`config.mk`:
```
export PLATFORM = sky130hd
export DESIGN_NAME = qspi_word_fifo
export DESIGN_NICKNAME = d
export VERILOG_FILES = /design/src/rtl/qspi_word_fifo.sv
export SDC_FILE = /design/constraint.sdc
export NUM_CORES = 1
export LEC_CHECK = 0
export ABC_AREA = 0
export CAP_MARGIN = 10
export CORE_AREA = 8 8 262 264
export CTS_BUF_LIST = sky130_fd_sc_hd__clkbuf_8
export CTS_CLUSTER_SIZE = 14
export DETAILED_ROUTE_END_ITERATION = 10
export DIE_AREA = 0 0 270 272
export GPL_TIMING_DRIVEN = 0
export SKIP_CTS_REPAIR_TIMING = 1
export SYNTH_ARGS = -nofsm -noshare
export SYNTH_HDL_FRONTEND = slang
export SYNTH_SLANG_ARGS = --single-unit
```
`constraint.sdc`:
```
create_clock -name clk_i -period 3.5 [get_ports clk_i]
set_input_delay 0.875 -clock clk_i [delete_from_list [all_inputs] [get_ports clk_i]]
set_output_delay 0.875 -clock clk_i [all_outputs]
set_load 0.005 [all_outputs]
```
`src/rtl/qspi_word_fifo.sv`:
```
// qspi_word_fifo: first-word-fall-through word FIFO for the QSPI data path.
// The head word is held in a register so rd_data is stable and resettable.
// Occupancy, watermark and empty/full flags are registered from the next level.
// Overflow/underflow flags are sticky until clr_err_i.
module qspi_word_fifo #(
  parameter int WIDTH = 32,
  parameter int DEPTH = 16,
  parameter int AW    = 4
) (
  input  logic             clk_i,
  input  logic             reset_i,
  input  logic             flush_i,
  input  logic             wr_en_i,
  input  logic [WIDTH-1:0] wr_data_i,
  output logic             full_o,
  input  logic             rd_en_i,
  output logic [WIDTH-1:0] rd_data_o,
  output logic             empty_o,
  output logic [AW:0]      level_o,
  input  logic [AW:0]      afull_thr_i,
  input  logic [AW:0]      aempty_thr_i,
  output logic             almost_full_o,
  output logic             almost_empty_o,
  output logic             overflow_o,
  output logic             underflow_o,
  input  logic             clr_err_i
);

  logic [WIDTH-1:0] mem [DEPTH];
  logic [AW-1:0]    wr_ptr_q, wr_ptr_d;
  logic [AW-1:0]    rd_ptr_q, rd_ptr_d;
  logic [AW:0]      level_q, level_d;
  logic [WIDTH-1:0] rd_data_q, rd_data_d;
  logic             full_q, full_d;
  logic             empty_q, empty_d;
  logic             afull_q, afull_d;
  logic             aempty_q, aempty_d;
  logic             ovf_q, ovf_d;
  logic             udf_q, udf_d;
  logic             wa, ra;

  // Accept logic, pointer/level update, next head word and next flags.
  always_comb begin
    wa        = wr_en_i & (~full_q | rd_en_i) & ~flush_i;
    ra        = rd_en_i & ~empty_q & ~flush_i;
    wr_ptr_d  = wr_ptr_q;
    rd_ptr_d  = rd_ptr_q;
    level_d   = level_q;
    rd_data_d = rd_data_q;

    if (flush_i) begin
      wr_ptr_d = '0;
      rd_ptr_d = '0;
      level_d  = '0;
    end else begin
      wr_ptr_d = wr_ptr_q + AW'(wa);
      rd_ptr_d = rd_ptr_q + AW'(ra);
      level_d  = level_q + (AW+1)'(wa) - (AW+1)'(ra);
      // The new head is either already stored, or is the word being written
      // right now (write into empty, or pop of the last word with a write).
      if (level_d != '0) begin
        if (wa && (rd_ptr_d == wr_ptr_q))
          rd_data_d = wr_data_i;
        else
          rd_data_d = mem[rd_ptr_d];
      end
    end

    full_d   = (level_d == (AW+1)'(DEPTH));
    empty_d  = (level_d == '0);
    afull_d  = (level_d >= afull_thr_i);
    aempty_d = (level_d <= aempty_thr_i);
    // Events set the flag even when clr_err_i is high in the same cycle.
    ovf_d = (ovf_q & ~clr_err_i) | (wr_en_i & full_q & ~rd_en_i & ~flush_i);
    udf_d = (udf_q & ~clr_err_i) | (rd_en_i & empty_q & ~flush_i);
  end

  // Control and status registers.
  always_ff @(posedge clk_i or posedge reset_i) begin
    if (reset_i) begin
      wr_ptr_q  <= '0;
      rd_ptr_q  <= '0;
      level_q   <= '0;
      rd_data_q <= '0;
      full_q    <= 1'b0;
      empty_q   <= 1'b1;
      afull_q   <= 1'b0;
      aempty_q  <= 1'b1;
      ovf_q     <= 1'b0;
      udf_q     <= 1'b0;
    end else begin
      wr_ptr_q  <= wr_ptr_d;
      rd_ptr_q  <= rd_ptr_d;
      level_q   <= level_d;
      rd_data_q <= rd_data_d;
      full_q    <= full_d;
      empty_q   <= empty_d;
      afull_q   <= afull_d;
      aempty_q  <= aempty_d;
      ovf_q     <= ovf_d;
      udf_q     <= udf_d;
    end
  end

  // Storage array; contents need no reset since level gates visibility.
  always_ff @(posedge clk_i) begin
    if (wa)
      mem[wr_ptr_q] <= wr_data_i;
  end

  assign full_o         = full_q;
  assign empty_o        = empty_q;
  assign level_o        = level_q;
  assign rd_data_o      = rd_data_q;
  assign almost_full_o  = afull_q;
  assign almost_empty_o = aempty_q;
  assign overflow_o     = ovf_q;
  assign underflow_o    = udf_q;

endmodule

```
==> run_results.csv <==
group,metric,value,unit
route,drt_pass1_iterations,5,
clocking,cts_root_buf,"clkbuf_8",
route,wl_per_cell,23.4,um
timing,max_freq,302,MHz
power_and_ir_drop,p_leak,8.84,nW
yosys,synth-async-reset-ratio,0.0906,
setup_path,crit_slowest_cell,"dfstp_2",
global_routing,grt_pass1_wl,75400,um
timing,relSlewSlack,0.446,
place,gp_congestion,0.715,
floorplanning,pin_count,91,
setup_path,critPathCaptureType,"flop",
setup_path,cp_num_buf_inv,2,
global_routing,grt_max_degree,52,
clocking,clk_pin_slew,0.06,ns
clocking,clock_latency,0.66,ns
yosys,syn_inst,1017,
global_routing,antenna_found_initial,1,
power_and_ir_drop,intPower,12.0,mW
timing,worst_pin_slew,0.831,ns
floorplanning,start_util,0.344,
finish,nNetsFinal,1284,
global_routing,grt.total_usage,0.137,
clocking,numCtsBuffers,89,
finish,post_route_cells_drive_above_1_share,0.322,
place,post-dp-hpwl,32200,um
timing,rsz0062_at_grt,"false",
yosys,synth-seq-area-share,0.748,
floorplanning,dieArea,73400,um^2
yosys,synth_fp_nets,1079,
place,numPortBuffers,90,
timing,worst_hold_slack,0.503,ns
setup_path,critPathMaxStageDelay,0.57,ns
worst_hold_path,hp-class,"reg -> reg",
timing,drv_slew,0,
yosys,yosys_register_bits,563,
setup_path,critPathLaunchType,"flop",
run_status,status,"finished, final reports clean",
setup_path,reg2reg_from,"empty_o",
setup_path,critPathMaxFanout,10,
place,place_ws,-1.43,ns
setup_path,cp_top_family,"multiplexers",
yosys,syn_area_per_cell,21.9,um^2
setup_path,critical_path_class,"reg -> reg",
finish,final_cell_mix,"512 x edfxtp_1, 128 x mux4_2, 100 x clkbuf_8",
clocking,clock_sinks,563,
route,vias_per_cell,4.93,
finish,layout_commonest_cell,"edfxtp_1",
power_and_ir_drop,power_density,594,nW/um^2
yosys,synth_warnings,0,
yosys,synth_edf_count,512,
clocking,cts_tree,"built",
timing,fin_tns_setup,0,ns
setup_path,cp-startpoint,"empty_o",
route,ant_nets,0,
route,vias,10700,
setup_path,critPathArrivalTime,3.87,ns
clocking,clk_path_buf_depth,3,
timing,post-route-min-period,3.31,ns
timing,period_share,0.947,
yosys,netlist_area,22300,um^2
power_and_ir_drop,power.share.clock,0.338,
power_and_ir_drop,comb_power_share,0.173,
yosys,dominantRegCellSynth,"edfxtp_1",
timing,fin_skew,0.0256,ns
global_routing,grt_overflow,0,
setup_path,cp_data_required_time,4.05,ns
floorplanning,rows,94,
clocking,htreeDepth,3,
timing,setup_viol_count_final,0,
setup_path,cp_cell_sequence,"nor3_2 > ha_1 > ha_1 > clkbuf_2 > clkbuf_4 > mux4_2 > mux2i_1 > mux2i_1 > mux2_2 > mux2_2",
route,drt_iter0_drc,792,
timing,fin_ws,0.186,ns
power_and_ir_drop,p_sw_frac,0.248,
floorplanning,die_h,272,um
power_and_ir_drop,max-vdd-ir-drop,269,uV
yosys,ys_types,38,
floorplanning,core,64800,um^2
power_and_ir_drop,p_sw,3.95,mW
floorplanning,fp.dieW,270,um
timing,finalHoldViolCount,0,
finish,syn_to_final_growth,20.3,%
route,remaining_drc_errors,0,
finish,final_util,0.414,
route,totalWireLength,50700,um
run,cap_violations,0,
global_routing,grt_pass1_vias,11400,
power_and_ir_drop,seqPwrFrac,0.490,
worst_hold_path,min-delay-start,"rd_data_o[10]",
## power by group through the flow
stage	clock [mW]	sequential, mW	combinational, mW
final	5.37	7.80	2.75
after global routing	5.83	7.83	2.98
after CTS	5.53	7.80	2.80
after detailed placement	0	7.94	2.79
after global placement	0	7.93	2.73
after floorplan	0	7.93	1.62
## metrics by stage
stage	total power, mW	area (um^2)	instances
floorplan	9.55	22300	1017
global placement	10.7	24300	1971
detailed placement	10.7	25000	1994
CTS	16.1	26700	2160
global route	16.6	26800	2162
finish	15.9	26800	2162
## path summary, 6_finish.rpt
kind	slack, ns	endpoint	depth (start not counted)
setup / recovery	0.19	rd_data_o[22]	10
hold / removal	0.50	rd_data_o[10]	1
setup reg to reg	0.19	rd_data_o[22]	10
hold reg to reg	0.50	rd_data_o[10]	1
max in group asynchronous	2.20	rd_data_o[17]	2
min in group asynchronous	0.73	rd_data_o[28]	2
## cells in the mapped netlist, types with 2 or more instances
library cell,instances,area (um^2)
edfxtp_1,512,15400
mux2_2,64,721
clkbuf_1,19,71.3
ha_1,13,163
and3_1,2,12.5
o21ai_0,3,15.0
nor2b_1,6,37.5
mux4_2,128,2880
maj3_1,3,30.0
nor2_1,22,82.6
nand3_1,8,40.0
buf_2,16,80.1
dfrtp_1,49,1230
buf_6,11,124
or3_1,2,12.5
nor3_1,5,25.0
xor2_1,6,52.6
mux2i_1,96,961
nand2b_1,5,31.3
nand2_1,6,22.5
a21oi_1,2,10.0
xnor2_1,3,26.3
a21o_1,3,22.5
inv_1,17,63.8
dfstp_2,2,52.6
buf_1,2,7.51
## cell type report
class / count / area, um^2
clock inverters: 66 / 349
inverters: 17 / 68.8
repair buffers: 114 / 1450
clock buffers: 100 / 1380
multi-input cells: 389 / 5460
diodes: 1 / 2.50
flip-flops and latches: 563 / 16700
well taps: 864 / 1080
fillers: 5636 / 38000
plain buffers: 48 / 354
## sequential cells by signal, summed over array words and instances (netlist names)
signal,count
underflow_o,1
almost_full_o,1
wr_ptr_q,4
mem,512
rd_ptr_q,4
level_o,5
almost_empty_o,1
full_o,1
empty_o,1
overflow_o,1
rd_data_o,32
## per-layer routing
metal  vias up  GRT usage  routed length [um]
li1       4636          -                   -
met4         0     0.0409                 985
met5         -          0                   0
met2       287      0.239               26100
met3        69     0.0258                2520
met1      5658      0.173               21100
## kinds of logic after synthesis
logic type,synth area share
compound gates,0.00472
xor+xnor,0.00461
fa+ha+maj,0.00955
buf+inv,0.0156
flops,0.748
mux,0.205
simple gates,0.0128
No activity file was read; power rests on OpenSTA's default activity.
